### src/rtl/pulse_wave_gen.sv
`default_nettype none
// ============================================================================
// Module   : pulse_wave_gen
// Purpose  : Phase-accumulator pulse/square-wave source with programmable
//            step, duty and amplitude, streamed out over valid/ready.
// Revision : 1.0 - initial release
// ============================================================================
module pulse_wave_gen #(
    parameter int width_p        = 12,
    parameter int phase_width_p  = 16,
    parameter int default_step_p = 128
) (
    input  logic                     clk_i,
    input  logic                     reset_i,
    input  logic                     en_i,
    input  logic                     cfg_valid_i,
    output logic                     cfg_ready_o,
    input  logic [phase_width_p-1:0] cfg_step_i,
    input  logic [phase_width_p-1:0] cfg_duty_i,
    input  logic [width_p-2:0]       cfg_amp_i,
    output logic [width_p-1:0]       data_o,
    output logic                     valid_o,
    input  logic                     ready_i
);

    localparam logic [phase_width_p-1:0] c_def_step = phase_width_p'(default_step_p);
    localparam logic [phase_width_p-1:0] c_def_duty = {1'b1, {(phase_width_p-1){1'b0}}};
    localparam logic [width_p-2:0]       c_def_amp  = {(width_p-1){1'b1}};

    typedef enum logic [0:0] {
        IDLE = 1'b0,
        RUN  = 1'b1
    } state_e;

    state_e                     state_q;
    logic                       valid_q;
    logic [width_p-1:0]         data_q;
    logic [phase_width_p-1:0]   phase_q;
    logic [phase_width_p-1:0]   step_q;
    logic [phase_width_p-1:0]   duty_q;
    logic [width_p-2:0]         amp_q;
    logic                       pend_q;
    logic [phase_width_p-1:0]   sh_step_q;
    logic [phase_width_p-1:0]   sh_duty_q;
    logic [width_p-2:0]         sh_amp_q;

    logic [phase_width_p:0]     sum_d;
    logic [phase_width_p-1:0]   phase_d;
    logic                       wrap_d;
    logic                       apply_d;
    logic                       xfer_d;
    logic                       cfg_acc_d;
    logic [phase_width_p-1:0]   duty_eff_d;
    logic [width_p-2:0]         amp_eff_d;

    // Sample value for phase p: zero at phase 0, +amp below duty, -amp otherwise.
    function automatic logic [width_p-1:0] sample_f(
        input logic [phase_width_p-1:0] p,
        input logic [phase_width_p-1:0] duty,
        input logic [width_p-2:0]       amp
    );
        logic [width_p-1:0] mag;
        mag = {1'b0, amp};
        if (p == '0) begin
            return '0;
        end else if (p < duty) begin
            return mag;
        end else begin
            return -mag;
        end
    endfunction

    assign sum_d      = {1'b0, phase_q} + {1'b0, step_q};
    assign phase_d    = sum_d[phase_width_p-1:0];
    assign wrap_d     = sum_d[phase_width_p];
    assign xfer_d     = valid_q & ready_i;
    assign cfg_acc_d  = cfg_valid_i & ~pend_q;
    // A pending config lands on a period boundary, or at once when the phase is frozen.
    assign apply_d    = pend_q & (wrap_d | (step_q == '0));
    assign duty_eff_d = apply_d ? sh_duty_q : duty_q;
    assign amp_eff_d  = apply_d ? sh_amp_q  : amp_q;

    assign cfg_ready_o = ~pend_q;
    assign data_o      = data_q;
    assign valid_o     = valid_q;

    always_ff @(posedge clk_i) begin
        if (reset_i) begin
            state_q   <= IDLE;
            valid_q   <= 1'b0;
            data_q    <= '0;
            phase_q   <= '0;
            step_q    <= c_def_step;
            duty_q    <= c_def_duty;
            amp_q     <= c_def_amp;
            pend_q    <= 1'b0;
            sh_step_q <= '0;
            sh_duty_q <= '0;
            sh_amp_q  <= '0;
        end else begin
            case (state_q)
                IDLE: begin
                    if (cfg_acc_d) begin
                        step_q <= cfg_step_i;
                        duty_q <= cfg_duty_i;
                        amp_q  <= cfg_amp_i;
                    end
                    if (en_i) begin
                        state_q <= RUN;
                        phase_q <= '0;
                        data_q  <= '0;
                        valid_q <= 1'b1;
                    end
                end
                RUN: begin
                    if (xfer_d && en_i) begin
                        phase_q <= phase_d;
                        data_q  <= sample_f(phase_d, duty_eff_d, amp_eff_d);
                        if (apply_d) begin
                            step_q <= sh_step_q;
                            duty_q <= sh_duty_q;
                            amp_q  <= sh_amp_q;
                            pend_q <= 1'b0;
                        end
                    end else if (xfer_d) begin
                        state_q <= IDLE;
                        valid_q <= 1'b0;
                        data_q  <= '0;
                        phase_q <= '0;
                        pend_q  <= 1'b0;
                        if (cfg_acc_d) begin
                            step_q <= cfg_step_i;
                            duty_q <= cfg_duty_i;
                            amp_q  <= cfg_amp_i;
                        end else if (pend_q) begin
                            step_q <= sh_step_q;
                            duty_q <= sh_duty_q;
                            amp_q  <= sh_amp_q;
                        end
                    end
                    if (cfg_acc_d && !(xfer_d && !en_i)) begin
                        sh_step_q <= cfg_step_i;
                        sh_duty_q <= cfg_duty_i;
                        sh_amp_q  <= cfg_amp_i;
                        pend_q    <= 1'b1;
                    end
                end
                default: begin
                    state_q <= IDLE;
                    valid_q <= 1'b0;
                end
            endcase
        end
    end

endmodule
`default_nettype wire

### config.mk
export PLATFORM = sky130hd
export DESIGN_NAME = pulse_wave_gen
export DESIGN_NICKNAME = d
export VERILOG_FILES = /design/src/rtl/pulse_wave_gen.sv
export SDC_FILE = /design/constraint.sdc
export NUM_CORES = 1
export LEC_CHECK = 0
export CORE_MARGIN = 10
export CORE_UTILIZATION = 63
export DETAILED_ROUTE_END_ITERATION = 6
export PLACE_DENSITY = 0.84
export SLEW_MARGIN = 5
export SYNTH_ARGS = -nofsm -noshare
export SYNTH_HDL_FRONTEND = slang
export SYNTH_SLANG_ARGS = --single-unit
export TNS_END_PERCENT = 50
### constraint.sdc
create_clock -name clk_i -period 12.39 [get_ports clk_i]
set_input_delay 3.717 -clock clk_i [delete_from_list [all_inputs] [get_ports clk_i]]
set_output_delay 3.717 -clock clk_i [all_outputs]
set_load 0.01 [all_outputs]
==> metrics.md <==
| Metric | Value |
|---|---|
| Yosys reg bits | `117` |
| # port buffers | `61` |
| Final Max Tran Viols | `0` |
| Syn_area_per_cell | `just over 8 sq um` |
| Crit-path max FO | `38` |
| Post-synthesis sequential area ratio | `between 30% and 40%` |
| Final Wtd Congestion | `0.924` |
| Cell area after synthesis | `6650 sq um` |
| N_diodes | `0` |
| First-pass GRT wire length | `31.6 mm` |
| Die area | `~15000 sq um` |
| CTS Hold Bufs | `0` |
| Largest net degree at the start of global routing | `110` |
| Nets | `942` |
| DRC | `0` |
| Ys flop type | `dfxtp_1` |
| GR met1 Demand/Resource | `35.7%` |
| Worst Path Arrival | `6.35 ns` |
| WP data required | `12.82 ns` |
| Setup crit end kind | `flop` |
| Antenna viol nets, final | `0` |
| WL/cell | `19.9 um` |
| Footprint of the multi-input gates | `just over 4000 sq um` |
| I/O pins | `slightly above 60` |
| Cell variety after synth | `67` |
| Crit Path Class | `input pin to flop` |
| Unrepaired setup endpoints after global routing | `no` |
| Clock Skew | `0.0123 ns` |
| Rel. slew slack | `18.5%` |
| Post-route setup TNS | `0 ns` |
| H-tree Lvls | `4` |
| Grt peak-use layer | `met2` |
| Fmax | `169 MHz` |
| Met3 Track Usage GR | `roughly 6.4%` |
| Comb power frac | `between 20% and 30%` |
| Post-synth EDFFs | `0` |
| Tot Pwr | `around 1.1 mW` |
| Post_cts resized | `0` |
| Worst-path clk slew | `0.06 ns` |
| Root buf cell | `clkbuf_8` |
| Final number of hold-violating endpoints | `0` |
| CP max stage delay | `0.92 ns` |
| Post-Route WL | `20.0 mm` |
| Synth warn | `0` |
| Critical path, cell by cell | `clkdlybuf4s50_1 -> nand2_1 -> a22o_1 -> buf_4 -> a21oi_2 -> nor2_1 -> a211oi_1` |
| Worst Max-Slew Pin Slew | `1.22 ns` |
| Final setup viols | `0` |
| Cell family with most CP delay | `compound AO/OA/AOI/OAI gates` |
| Die H | `~120 um` |
| Initial core utilization | `64.4%` |
| Crit start category | `input pin` |
| Worst path slowest cell | `a21oi_2` |
| Clk Latency, worst-skew pair | `0.54 ns` |
| Initial DRC count | `875` |
| Worst path bufs/invs | `2` |
| Status | `complete, no violations` |
| Die span in x | `about 120 um` |
| Worst vdd ir | `127 uV` |
| Syn nets | `about 900` |
| Core ar. | `10300 sq um` |
| PwrDens | `140 nW/um^2` |
| Async S/R FF share, synth | `0%` |
| Initial antenna violation count | `1` |
| # rows | `37` |
| Syn Inst Count | `roughly 830` |
| Sw frac | `between 30% and 40%` |
| Gr usage total | `26.4%` |
| Area Growth Syn to Fin | `18.1%` |
| Clock power share | `41.0%` |
| Drt via density | `6.50` |
| Setup Buffers After CTS | `0` |
| Share of layout cells above drive strength 1 | `7.10%` |
| Int Power | `0.758 mW` |
| Flop pwr share | `38.6%` |
| Met2 Use GR | `between 30% and 40%` |
| Fin crit period | `5.92 ns` |
| Worst Hold Class | `flop to flop` |
| Clock buffer count from CTS | `17` |
| Final period utilization | `47.8%` |
| Max Cap Viol | `0` |
| DP HPWL | `13.3 mm` |
| Vias | `6561` |
| Switching power | `around 0.34 mW` |
| Vias in the first global route | `about 6000` |
| GR Overflow Total | `0` |
| CTS tree | `done` |
| Reg area | `2340 sq um` |
| # fillers | `742` |
| CTS Buffer Depth | `2` |
| Sinks on Clock Net | `117` |
| Leak pwr | `2.90 nW` |
| DRT Pass-1 Iters | `6` |
## routing by layer
metal  vias up  wire (um)
met1      3107       8740
met5         -          0
li1       3098          -
met3        37       1870
met2       319       9070
met4         0        353
## area by class of cell
| class | instances | area share (%) |
|---|---|---|
| tap | 136 | 2.17 |
| clock inverter | 12 | 1.37 |
| clock buffer | 19 | 5.49 |
| inverter | 9 | 0.430 |
| multi-input combinational | 647 | 52.2 |
| sequential | 117 | 29.8 |
| timing repair buffer | 69 | 8.50 |
## flip-flops by register name (all words and copies together) (netlist names)
register	flops
valid_o	1
sh_step_q	16
phase_q	16
state_q	1
sh_amp_q	11
pend_q	1
data_o	12
duty_q	16
sh_duty_q	16
amp_q	11
step_q	16
## power by group through the flow
stage                     combinational [mW]  sequential [mW]  clock (mW)
after detailed placement               0.217            0.430           0
after global placement                 0.210            0.429           0
after CTS                              0.220            0.422       0.452
final                                  0.223            0.425       0.451
after global routing                   0.245            0.426       0.471
after floorplan                        0.159            0.420           0
## layout by cell type, fill, tap and decap left out, drive strengths merged, types with 10 or more instances in the layout
master | synthesis | final
nand2 | 137 | 137
dfxtp | 117 | 117
a21oi | 110 | 110
nor2 | 70 | 70
clkdlybuf4s50 | 0 | 60
mux2i | 42 | 42
o21ai | 40 | 40
ha | 32 | 32
clkbuf | 47 | 19
a211oi | 18 | 18
a22oi | 18 | 18
o221ai | 15 | 15
nor3 | 12 | 12
o22ai | 10 | 10
nand3 | 10 | 10
xnor2 | 10 | 10
## cells in the mapped netlist, types with 4 or more instances
library cell / instances / area (sq um)
nand2_1: 136 / 510
dfxtp_1: 117 / 2340
a21oi_1: 110 / 551
nor2_1: 70 / 263
clkbuf_1: 47 / 176
mux2i_1: 42 / 420
ha_1: 32 / 400
o21ai_0: 31 / 155
a211oi_1: 18 / 135
a22oi_1: 17 / 128
o221ai_1: 15 / 131
nor3_1: 12 / 60.1
nand3_1: 10 / 50.1
o22ai_1: 10 / 62.6
xnor2_1: 10 / 87.6
nor4_1: 9 / 56.3
inv_1: 8 / 30.0
o21ai_2: 8 / 70.1
a21o_1: 7 / 52.6
nor2b_1: 7 / 43.8
o21a_1: 7 / 52.6
or3_1: 7 / 43.8
nand4_1: 6 / 37.5
o32a_1: 6 / 60.1
a2111oi_0: 5 / 43.8
a211o_1: 5 / 43.8
a31oi_1: 5 / 31.3
xor2_1: 5 / 43.8
a311oi_1: 4 / 35.0
nand3b_1: 4 / 30.0
## kinds of logic (layout without fill, tap and decap cells)
logic type	after synthesis	in the layout	synth area share, %
mux	43	43	6.49
xor+xnor	15	15	1.97
simple gates	283	283	19.2
fa+ha+maj	33	33	6.32
buf+inv	62	109	3.59
compound gates	273	273	27.2
flops	117	117	35.2
## tightest hold or removal path, cell delays in order (launching register included)
cell and delay, ns:
dfxtp_1 0.32, nand2_1 0.06, o21ai_2 0.04
## path summary, 6_finish.rpt
| path | to | cells after the start | slack [ns] | start |
|---|---|---|---|---|
| setup / recovery | step_q[8]$_SDFFE_PP0P_ | 7 | 6.47 | ready_i |
| hold / removal | data_o[5]$_SDFFE_PP0P_ | 2 | 0.45 | data_o[5]$_SDFFE_PP0P_ |
| setup reg to reg | data_o[8]$_SDFFE_PP0P_ | 20 | 6.86 | phase_q[0]$_SDFFE_PP0P_ |
| hold reg to reg | data_o[5]$_SDFFE_PP0P_ | 2 | 0.45 | data_o[5]$_SDFFE_PP0P_ |
## metrics by stage
step                instances  util, %  hold WS, ns  instance area [sq um]  worst slack [ns]
CTS                      1009     76.1        0.452                   7860              6.50
finish                   1009     76.1        0.450                   7860              6.47
global route             1009     76.1        0.469                   7860              6.26
detailed placement        978     70.9        0.441                   7320              6.00
floorplan                 826        -        0.431                   6650              7.03
global placement          978     70.9        0.437                   7320              6.13
No activity file was read; power rests on OpenSTA's default activity.
